File: src/rtl/sw_seq_fsm_param.sv
// Parametrised switch-sequence recogniser driving an LED bank.
// Adds stability filtering, dwell timeout and status outputs.
module sw_seq_fsm_param #(
  parameter int W             = 3,
  parameter int MEALY         = 1,
  parameter int STABLE_CYCLES = 0,
  parameter int TIMEOUT       = 0,
  parameter int CNT_W         = 8
) (
  input  logic             clk,
  input  logic             rst,
  input  logic [W-1:0]     sw,
  output logic [W-1:0]     led,
  output logic [2:0]       state_o,
  output logic             chg,
  output logic             tmo,
  output logic [CNT_W-1:0] trans_cnt
);

  localparam int SCW = (STABLE_CYCLES > 0) ?
                       $clog2(STABLE_CYCLES + 1) : 1;
  localparam int DW  = (TIMEOUT > 0) ?
                       $clog2(TIMEOUT + 1) : 1;

  localparam logic [W-1:0] P_IDLE = '0;
  localparam logic [W-1:0] P_A    = W'(1);
  localparam logic [W-1:0] P_B    = W'(2);
  localparam logic [W-1:0] P_C    = W'(1) << (W - 1);
  localparam logic [W-1:0] P_ALL  = '1;

  typedef enum logic [2:0] {
    IDLE = 3'd0,
    A    = 3'd1,
    B    = 3'd2,
    C    = 3'd3,
    ALL  = 3'd4
  } st_t;

  st_t            state;
  st_t            nxt;
  st_t            tgt;
  logic           hit;
  logic           stable;
  logic           tmo_hit;
  logic [W-1:0]   sw_q;
  logic [SCW-1:0] stab_cnt;
  logic [DW-1:0]  dwell;

  function automatic logic [W-1:0] pat(input st_t s);
    case (s)
      A:       return P_A;
      B:       return P_B;
      C:       return P_C;
      ALL:     return P_ALL;
      default: return P_IDLE;
    endcase
  endfunction

  always_comb begin
    hit = 1'b0;
    tgt = IDLE;
    case (state)
      IDLE: begin
        if (sw == P_A) begin
          hit = 1'b1;
          tgt = A;
        end else if (sw == P_B) begin
          hit = 1'b1;
          tgt = B;
        end
      end
      A: begin
        if (sw == P_B) begin
          hit = 1'b1;
          tgt = B;
        end
      end
      B: begin
        if (sw == P_C) begin
          hit = 1'b1;
          tgt = C;
        end
      end
      C: begin
        if (sw == P_IDLE) begin
          hit = 1'b1;
          tgt = IDLE;
        end else if (sw == P_A) begin
          hit = 1'b1;
          tgt = A;
        end else if (sw == P_ALL) begin
          hit = 1'b1;
          tgt = ALL;
        end
      end
      ALL: begin
        if (sw == P_C) begin
          hit = 1'b1;
          tgt = C;
        end
      end
      default: ;
    endcase
  end

  assign stable = (STABLE_CYCLES == 0) ||
                  ((sw == sw_q) &&
                   (32'(stab_cnt) >= STABLE_CYCLES - 1));

  // table transitions take priority over the dwell timeout
  assign tmo_hit = (TIMEOUT > 0) && (state != IDLE) &&
                   (state <= ALL) &&
                   (32'(dwell) == TIMEOUT - 1) &&
                   !(stable && hit);

  always_comb begin
    nxt = state;
    if (state > ALL)
      nxt = IDLE;
    else if (stable && hit)
      nxt = tgt;
    else if (tmo_hit)
      nxt = IDLE;
  end

  always_ff @(posedge clk or negedge rst) begin
    if (!rst) begin
      state     <= IDLE;
      sw_q      <= '0;
      stab_cnt  <= '0;
      dwell     <= '0;
      chg       <= 1'b0;
      tmo       <= 1'b0;
      trans_cnt <= '0;
    end else begin
      sw_q <= sw;
      if (sw != sw_q)
        stab_cnt <= '0;
      else if (32'(stab_cnt) < STABLE_CYCLES)
        stab_cnt <= stab_cnt + SCW'(1);
      if (nxt != state || state == IDLE)
        dwell <= '0;
      else
        dwell <= dwell + DW'(1);
      state <= nxt;
      chg   <= (nxt != state);
      tmo   <= tmo_hit;
      if (nxt != state && trans_cnt != '1)
        trans_cnt <= trans_cnt + CNT_W'(1);
    end
  end

  always_comb begin
    led = '0;
    if (rst)
      led = (MEALY != 0 && hit) ? pat(tgt) : pat(state);
  end

  assign state_o = state;

endmodule

File: config.mk
export PLATFORM = sky130hd
export DESIGN_NAME = sw_seq_fsm_param
export DESIGN_NICKNAME = d
export VERILOG_FILES = /design/src/rtl/sw_seq_fsm_param.sv
export SDC_FILE = /design/constraint.sdc
export NUM_CORES = 1
export LEC_CHECK = 0
export CAP_MARGIN = 0
export CORE_MARGIN = 2
export CORE_UTILIZATION = 49
export DETAILED_ROUTE_END_ITERATION = 12
export PLACE_DENSITY_LB_ADDON = 0.08
export SETUP_SLACK_MARGIN = 0.3
export SLEW_MARGIN = 20
export SYNTH_ARGS = -nofsm -noshare
export SYNTH_HDL_FRONTEND = slang
export SYNTH_SLANG_ARGS = --single-unit
export TNS_END_PERCENT = 20
File: constraint.sdc
create_clock -name clk -period 6.23 [get_ports clk]
set_input_delay 1.5575 -clock clk [delete_from_list [all_inputs] [get_ports clk]]
set_output_delay 1.5575 -clock clk [all_outputs]
set_load 0.05 [all_outputs]
==> flow_summary_export.csv, run 1 <==
group,metric,value,unit
critical_path,crit_buf_inv,2,
place,dp_hpwl,1.46,mm
clock_network,clk_pin_slew,0.06,ns
floorplanning,ios,21,
detailed_routing,drtIter0Drc,29,
layout,final_nets,140,
layout,drive_gt1_frac,0.106,
critical_path,cp_top_family,"buffers and inverters",
floorplanning,rows,16,
synthesis,synth.avg_cell_area,8.44,sq um
clock_network,cts_num_sinks,12,
layout,seq_area,300,sq um
critical_path,r2r_cells,5,
synthesis,synth.top_cell.area_share,0.302,
detailed_routing,route.detailed.drc,0,
critical_path,cp_num_cells,7,
synthesis,yosysUniqueCellTypes,44,
sta,grt_setup_unrepaired,"false",
sta,finalClockSkew,0.00487,ns
sta,period_minus_slack,5.63,ns
synthesis,synth_async_sr_flop_share,1.00,
min_path,hp-class,"reg -> reg",
sta,fin_crit_sh,0.904,
global_route,grt_max_degree,23,
global_route,antenna_found_initial,0,
synthesis,synth_seq_cells,12,
sta,setup_viol,0,
floorplanning,die_area,2410,sq um
synthesis,synth_nets,124,
synthesis,synth-main-ff-cell,"dfrtp_1",
floorplanning,core_area,1940,sq um
layout,area_growth,20.4,%
place,place.gp.congestion,0.901,
clock_network,ctsHoldBuffers,0,
global_route,met3_usage,0.0613,
pwr,vdd_ir_drop_max,0.373,mV
detailed_routing,postRouteAntennaNets,0,
critical_path,worstPathRequired,4.67,ns
sta,setup-tns-final,0,ns
synthesis,yosysTopAreaCell,"dfrtp_1",
layout,nFillCells,181,
sta,clock.fmax,0.178,GHz
synthesis,synth_most_common_cell,"dfrtp_1",
critical_path,cp_max_fo,14,
floorplanning,dieHeight,49.1,um
critical_path,worst_setup_path_end_kind,"output port",
detailed_routing,wl,2.11,mm
critical_path,rrSetupSlack,3.95,ns
synthesis,syn_inst,118,
global_route,grt_pass1_vias,852,
floorplanning,die_x,49.1,um
detailed_routing,vias,907,
layout,multi_input_area,626,sq um
critical_path,critPathLaunchType,"primary input",
global_route,grt_use_met1,0.275,
layout,num_antenna_cells,0,
global_route,grt-ovfl-total,0,
synthesis,synth_area,996,sq um
detailed_routing,drt-wirelength-per-cell,13.3,um
critical_path,crit_top_cell,"clkdlybuf4s50_1",
clock_network,clk_latency,0.27,ns
pwr,power.total,0.000551,W
clock_network,cts_max_level,1,
clock_network,cts_setup_buffers,0,
min_path,worstHoldPathCells,1,
flow_run,drv_cap,0,
sta,timing.slew.headroom,0.536,
synthesis,synth_area_leaders,"dfrtp_1 30%, xnor2_1 6.2%, o21ai_0 5.0%",
sta,drv_slew,0,
floorplanning,initial_core_util,0.513,
global_route,groute.usage.overall,0.195,
place,portBuffers,19,
detailed_routing,dr.pass1.iters,4,
clock_network,root_buffer,"clkbuf_4",
pwr,power_density,460,nW/um^2
global_route,use_met2,0.306,
clock_network,cts_resized,0,
pwr,p_leak,0.476,nW
clock_network,cts_buffer_depth,2,
sta,worstMarginPinSlew,0.695,ns
status,outcome,"finished, final reports clean",
clock_network,cts_tree,"done",
synthesis,ys_warn_count,0,
global_route,grt_pass1_wl,3.80,mm
synthesis,synth-edff-count,0,
synthesis,yosysSeqAreaShare,0.302,
critical_path,crit_arrival,4.07,ns
sta,hold_violations,0,
critical_path,slowest_stage,"clkdlybuf4s50_1",
critical_path,worstPathCellList,"clkdlybuf4s50_1 > nor2b_1 > mux2_2 > a22oi_1 > o21ai_0 > o211a_1 > clkdlybuf4s50_1",
synthesis,synth_commonest_cells,"12 x dfrtp_1, 10 x o21ai_0, 9 x nand2_1, 8 x nor2_1, 7 x xnor2_1",
clock_network,cts_buffers,3,
critical_path,critPathKind,"in -> out",
global_route,grt_most_used_layer,"met2",
detailed_routing,vias_per_cell,5.70,
critical_path,slowest_delay,0.80,ns
-- final cells by class --
class,instances,area share
multi-input combinational,93,0.522
sequential,12,0.251
timing repair buffer,21,0.171
tap,27,0.0282
clock buffer,3,0.0188
inverter,3,0.00939
-- per-stage QoR --
step	hold slack [ns]	instance area (sq um)	setup WS [ns]	utilization	std cells
final	0.496	1200	0.598	0.617	159
after CTS	0.499	1200	0.639	0.617	159
after global routing	0.532	1200	0.483	0.617	159
after floorplan	0.802	996	1.78	-	118
after global placement	0.485	1180	0.664	0.606	156
after detailed placement	0.485	1180	0.649	0.606	156
-- cell usage in the layout, fill, tap and decap left out, types with 2 or more instances in the layout --
master | netlist | final
o21ai_0 | 10 | 10
o21a_1 | 2 | 2
nand2b_1 | 2 | 2
mux2i_1 | 2 | 2
clkdlybuf4s50_1 | 0 | 19
clkbuf_4 | 0 | 3
o22ai_1 | 2 | 2
nor3b_1 | 2 | 2
nand4_1 | 2 | 2
inv_1 | 3 | 3
buf_4 | 1 | 2
nor2_1 | 8 | 8
xnor2_1 | 7 | 7
and3_1 | 2 | 2
or2_2 | 3 | 3
a22oi_1 | 2 | 2
mux2_4 | 2 | 2
a2bb2oi_1 | 2 | 2
nand3_1 | 6 | 6
dfrtp_1 | 12 | 12
o211a_1 | 2 | 2
nand2_1 | 9 | 9
nor2b_1 | 4 | 4
a21oi_1 | 6 | 6
-- worst paths after layout --
check,startpoint,endpoint
hold reg to reg,trans_cnt[4],trans_cnt[4]
setup reg to reg,state_o[1],trans_cnt[7]
min in group asynchronous,rst,state_o[1]
hold / removal,trans_cnt[4],trans_cnt[4]
max in group asynchronous,rst,trans_cnt[7]
setup / recovery,sw[1],led[1]
-- worst register-to-register path: stages (launching register included) --
cell and delay, ns:
dfrtp_1 0.79, nor3_1 0.19, a222oi_1 0.39, o221ai_2 0.27, nand4_1 0.18, mux2_1 0.33
-- kinds of logic after synthesis --
kind of cell / Yosys count / share of synthesized area
AO/OA/AOI/OAI: 35 / 0.247
XOR/XNOR: 7 / 0.0616
adder cells (fa/ha/maj): 1 / 0.0126
buffers and inverters: 13 / 0.0703
flip-flops: 12 / 0.302
multiplexers: 6 / 0.0729
other: 1 / 0.00377
AND/OR/NAND/NOR: 43 / 0.230
-- registers in the layout, summed over array words and instances, names as in the netlist --
register,count
trans_cnt,8
chg,1
state_o,3
-- layer usage --
metal | routed length, um | vias up
met4 | 0 | 0
li1 | - | 456
met3 | 147 | 0
met1 | 1070 | 419
met2 | 889 | 32
met5 | 0 | -
-- where the power goes --
part,internal (W),switching [W],total (W)
Clock,0.0000224,0.0000235,0.0000458
Combinational,0.000140,0.000206,0.000346
Sequential,0.000105,0.0000542,0.000159
Power figures use the tool's default switching activity.
==> inputs of run 2 (changes only) <==
--- a/config.mk
+++ b/config.mk
@@ -7,7 +7,7 @@
 export LEC_CHECK = 0
 export CAP_MARGIN = 0
 export CORE_MARGIN = 2
-export CORE_UTILIZATION = 49
+export CORE_UTILIZATION = 45
 export DETAILED_ROUTE_END_ITERATION = 12
 export PLACE_DENSITY_LB_ADDON = 0.08
 export SETUP_SLACK_MARGIN = 0.3
==> constraint.sdc (replaced) <==
create_clock -name clk -period 4.68 [get_ports clk]
set_input_delay 1.17 -clock clk [delete_from_list [all_inputs] [get_ports clk]]
set_output_delay 1.17 -clock clk [all_outputs]
set_load 0.05 [all_outputs]
==> run 2 against run 1 <==
Net effect: sequential power grew 35%; clock-buffer cell count is the same; design area grew 3.2%; sequential share of layout area shrank 0.79 points; non-clock buffer count is the same; critical path depth is the same; power grew 38%; cell count grew 0.63%.
==> flow_summary_export.csv, run 2 (synthesis gave the netlist of run 1 again) <==
group,metric,value,unit
detailed_routing,drtIter0Drc,12,
global_route,grt-ovfl-total,0,
clock_network,root_buffer,"clkbuf_4",
floorplanning,ios,21,
sta,setup_viol,0,
pwr,p_int,0.000375,W
clock_network,cts_tree,"done",
pwr,clkPwrFrac,0.077,
sta,fin_crit_sh,0.837,
floorplanning,die_x,51.0,um
detailed_routing,postRouteAntennaNets,0,
pwr,power_density,614,nW/um^2
sta,timing.slew.headroom,0.541,
pwr,comb_power_share,0.641,
clock_network,clk_pin_slew,0.06,ns
flow_run,drv_cap,0,
sta,finalClockSkew,0.00539,ns
critical_path,slowest_stage,"dlymetal6s2s_1",
global_route,grt_max_degree,23,
layout,area_growth,24.2,%
pwr,p_sw_frac,0.506,
critical_path,worstPathCellList,"dlymetal6s2s_1 > inv_1 > o32ai_1 > mux2i_1 > a2bb2oi_1 > o2111a_1 > buf_12",
sta,clock.fmax,0.255,GHz
layout,layout_common_cells,"13 x clkdlybuf4s50_1, 12 x dfrtp_1, 10 x o21ai_0",
layout,stdcell_count,160,
detailed_routing,vias_per_cell,5.70,
place,dp_hpwl,1.67,mm
pwr,p_seq_frac,0.281,
pwr,power_switching,0.000384,W
sta,hold_violations,0,
clock_network,cts_num_sinks,12,
layout,largest-register,"trans_cnt",
sta,grt_setup_unrepaired,"false",
critical_path,worst_setup_path_end_kind,"output port",
layout,largest_reg_flops,8,
detailed_routing,vias,912,
pwr,vdd_ir_drop_max,0.426,mV
layout,layout_commonest_cell,"clkdlybuf4s50_1",
clock_network,cts_buffer_depth,2,
status,outcome,"finished, final reports clean",
floorplanning,core_area,2150,sq um
critical_path,cp_top_family,"buffers and inverters",
pwr,power.total,0.000759,W
clock_network,cts_max_level,1,
floorplanning,dieHeight,51.0,um
critical_path,slowest_delay,0.39,ns
detailed_routing,route.detailed.drc,0,
detailed_routing,wl,2.23,mm
layout,drive_gt1_frac,0.129,
clock_network,cts_setup_buffers,0,
global_route,groute.usage.overall,0.194,
critical_path,critPathKind,"in -> out",
clock_network,cts_buffers,3,
clock_network,clk_latency,0.26,ns
floorplanning,initial_core_util,0.464,
place,place.gp.congestion,0.874,
place,dp.cells,157,
global_route,grt_pass1_vias,875,
pwr,p_leak,0.518,nW
min_path,hp-class,"reg -> reg",
layout,num_antenna_cells,0,
sta,period_minus_slack,3.92,ns
critical_path,crit_buf_inv,3,
critical_path,critPathLaunchType,"primary input",
critical_path,crit_arrival,2.75,ns
floorplanning,die_area,2610,sq um
clock_network,cts_resized,0,
detailed_routing,drt-wirelength-per-cell,13.9,um
place,dp_slack,0.404,ns
clock_network,ctsHoldBuffers,0,
detailed_routing,dr.pass1.iters,4,
global_route,grt_pass1_wl,3.84,mm
floorplanning,rows,17,
place,portBuffers,19,
sta,worstMarginPinSlew,0.689,ns
critical_path,worstPathRequired,3.51,ns
sta,setup-tns-final,0,ns
sta,drv_slew,0,
layout,final_nets,140,
sta,fin_ws,0.761,ns
global_route,antenna_found_initial,0,
critical_path,cp_max_fo,15,
## run 2: changes by cell type in the layout (fill, tap and decap cells not counted)
| cell | previous run | this run |
|---|---|---|
| dlymetal6s2s_1 | 0 | 3 |
| buf_12 | 0 | 3 |
| clkdlybuf4s50_1 | 19 | 13 |
## run 2: area by class of cell
cell class	count	area (sq um)
clock buffer	3	22.5
timing repair buffer	21	243
inverter	3	11.3
tap	28	35.0
sequential	12	300
multi-input combinational	93	626
fill	211	911
## run 2: stage by stage
step,instance area (sq um),hold WS [ns],util
floorplan,996,0.802,-
global placement,1210,0.488,0.562
detailed placement,1210,0.494,0.562
CTS,1230,0.505,0.573
global route,1240,0.532,0.576
finish,1240,0.505,0.576
## run 2: final timing paths
kind / startpoint / end / slack [ns] / depth (start not counted)
worst max-delay path: sw[2] / led[0] / 0.76 / 7
worst min-delay path: trans_cnt[4] / trans_cnt[4] / 0.51 / 1
worst max register to register: state_o[1] / trans_cnt[6] / 2.39 / 5
worst min register to register: trans_cnt[4] / trans_cnt[4] / 0.51 / 1
max in group asynchronous: rst / trans_cnt[2] / 3.05 / 2
min in group asynchronous: rst / state_o[0] / 1.19 / 1
## run 2: power groups by stage
stage | clock network [W] | logic (W) | registers, W
after floorplan | 0 | 0.000244 | 0.000305
after global placement | 0 | 0.000484 | 0.000213
after detailed placement | 0 | 0.000490 | 0.000215
after CTS | 0.0000619 | 0.000491 | 0.000213
after global routing | 0.0000650 | 0.000519 | 0.000223
final | 0.0000586 | 0.000487 | 0.000214
## run 2: routing by layer
metal	wire length (um)	track usage	vias to the layer above
met5	0	0	-
met4	16	0.0856	0
met3	102	0.0263	2
met2	1140	0.320	26
met1	969	0.251	424
li1	-	-	460
==> inputs of run 3 (changes only) <==
--- a/config.mk
+++ b/config.mk
@@ -7,7 +7,7 @@
 export LEC_CHECK = 0
 export CAP_MARGIN = 0
 export CORE_MARGIN = 2
-export CORE_UTILIZATION = 45
+export CORE_UTILIZATION = 49
 export DETAILED_ROUTE_END_ITERATION = 12
 export PLACE_DENSITY_LB_ADDON = 0.08
 export SETUP_SLACK_MARGIN = 0.3
==> constraint.sdc (replaced) <==
create_clock -name clk -period 3.89 [get_ports clk]
set_input_delay 0.9725 -clock clk [delete_from_list [all_inputs] [get_ports clk]]
set_output_delay 0.9725 -clock clk [all_outputs]
set_load 0.05 [all_outputs]
==> run 3 against run 2 <==
Net effect: critical path depth did not move; worst hold slack improved by 0.018 ns; sequential cell count unchanged; utilization grew 8.1 points; worst setup slack worse by 0.41 ns; non-clock buffer count up 4; die area fell by 7.5%; register-to-register slack worse by 0.77 ns; cell count is 2.5% higher; via count grew 3.5%; design area grew 3.0%; largest cell class unchanged.
==> flow_summary_export.csv, run 3 (synthesis gave the netlist of run 1 again) <==
group,metric,value,unit
layout,seq_area,300,sq um
sta,setup_viol,0,
global_route,grt_pass1_vias,828,
detailed_routing,drt-wirelength-per-cell,13.6,um
layout,layout_commonest_cell,"clkdlybuf4s50_1",
layout,multi_input_area,631,sq um
detailed_routing,wl,2.23,mm
detailed_routing,dr.pass1.iters,4,
place,place.gp.congestion,0.809,
floorplanning,initial_core_util,0.513,
floorplanning,rows,16,
detailed_routing,route.detailed.drc,0,
clock_network,cts_buffers,3,
floorplanning,ios,21,
detailed_routing,postRouteAntennaNets,0,
place,portBuffers,19,
clock_network,cts_num_sinks,12,
clock_network,cts_setup_buffers,0,
place,dp_hpwl,1.63,mm
critical_path,slowest_delay,0.42,ns
layout,final_nets,144,
critical_path,crit_arrival,2.57,ns
sta,drv_slew,0,
critical_path,r2r-start,"state_o[1]",
global_route,grt-ovfl-total,0,
layout,layout_common_cells,"13 x clkdlybuf4s50_1, 12 x dfrtp_1, 10 x o21ai_0",
clock_network,cts_tree,"done",
floorplanning,dieHeight,49.1,um
sta,period_minus_slack,3.54,ns
global_route,groute.usage.overall,0.195,
sta,grt_setup_unrepaired,"true",
layout,drive_gt1_frac,0.168,
sta,timing.slew.headroom,0.540,
critical_path,worst_setup_path_end_kind,"output port",
floorplanning,die_x,49.1,um
place,placed_area,1240,sq um
layout,stdcell_count,164,
place,dp.cells,160,
layout,largest_reg_flops,8,
detailed_routing,vias,944,
status,outcome,"finished, final reports clean",
detailed_routing,drtIter0Drc,23,
critical_path,critPathKind,"in -> out",
critical_path,worstPathCellList,"clkdlybuf4s15_1 > or2_2 > o32ai_1 > mux2i_1 > a2bb2oi_1 > o2111a_1 > buf_12",
clock_network,clk_pin_slew,0.07,ns
layout,num_antenna_cells,0,
layout,nFillCells,178,
global_route,grt_pass1_wl,3.70,mm
pwr,vdd_ir_drop_max,0.669,mV
sta,clock.fmax,0.282,GHz
layout,largest-register,"trans_cnt",
sta,worstMarginPinSlew,0.689,ns
clock_network,ctsHoldBuffers,0,
critical_path,crit_start,"sw[2]",
detailed_routing,vias_per_cell,5.76,
clock_network,cts_max_level,1,
critical_path,rrSetupSlack,1.62,ns
critical_path,endpoint,"led[0]",
sta,setup-tns-final,0,ns
global_route,grt_max_degree,23,
sta,finalClockSkew,0.00260,ns
layout,area_growth,28.0,%
critical_path,worstPathRequired,2.92,ns
critical_path,r2r_cells,5,
min_path,hp-class,"reg -> reg",
critical_path,critPathLaunchType,"primary input",
critical_path,cp_max_fo,15,
clock_network,clk_latency,0.27,ns
sta,hold_violations,0,
global_route,antenna_found_initial,0,
flow_run,drv_cap,0,
critical_path,reg2reg_to,"trans_cnt[1]",
sta,fin_crit_sh,0.911,
sta,fin_ws,0.347,ns
pwr,p_leak,0.523,nW
layout,fin_area,1270,sq um
floorplanning,core_area,1940,sq um
clock_network,root_buffer,"clkbuf_4",
sta,whs,0.523,ns
floorplanning,die_area,2410,sq um
critical_path,slowest_stage,"or2_2",
clock_network,cts_buffer_depth,2,
pwr,power_density,740,nW/um^2
place,dp_slack,0.132,ns
==> run 3: critical path, delay by kind of cell <==
family	cells	cell delay (ns)
AOI/OAI and AO/OA	3	0.49
buffers and inverters	2	0.55
muxes	1	0.13
and+or+nand+nor	1	0.42
==> run 3: routing by layer <==
layer / share of wire / track usage / vias up
met1: 0.48 / 0.265 / 444
li1: - / - / 469
met2: 0.46 / 0.311 / 29
met5: 0 / 0 / -
met3: 0.056 / 0.0583 / 2
met4: 0.0045 / 0.0286 / 0
==> run 3: through the flow <==
stage / total power [W] / util
final: 0.000944 / 0.657
after global routing: 0.000999 / 0.657
after CTS: 0.000948 / 0.656
after detailed placement: 0.000848 / 0.637
after global placement: 0.000840 / 0.637
after floorplan: 0.000661 / -
==> run 3: worst min path at each step <==
stage / from / end / slack [ns] / cells after the start
4_1_cts: trans_cnt[3] / trans_cnt[3] / 0.53 / 1
6_report: trans_cnt[4] / trans_cnt[4] / 0.52 / 1
2_1_floorplan: rst / chg / 0.68 / 0
5_1_grt: trans_cnt[4] / trans_cnt[4] / 0.55 / 1
3_3_place_gp: trans_cnt[4] / trans_cnt[4] / 0.48 / 1
3_5_place_dp: trans_cnt[3] / trans_cnt[3] / 0.51 / 1
==> run 3: timing repair <==
item                       4_1_cts  5_1_grt
cloned                           0        0
resized for setup                4        1
setup endpoints to repair        3        3
==> run 3: final cells by class <==
class                   instances  area share
clock buffers                   4      0.0285
multi-input cells              93       0.495
well taps                      27      0.0265
flip-flops and latches         12       0.236
inverters                       3     0.00883
repair buffers                 25       0.206
==> run 3: power breakdown <==
group | total, W | internal, W | switching [W]
logic | 0.000589 | 0.000249 | 0.000339
registers | 0.000256 | 0.000168 | 0.0000878
clock network | 0.0000989 | 0.0000569 | 0.0000420
total | 0.000944 | 0.000475 | 0.000469
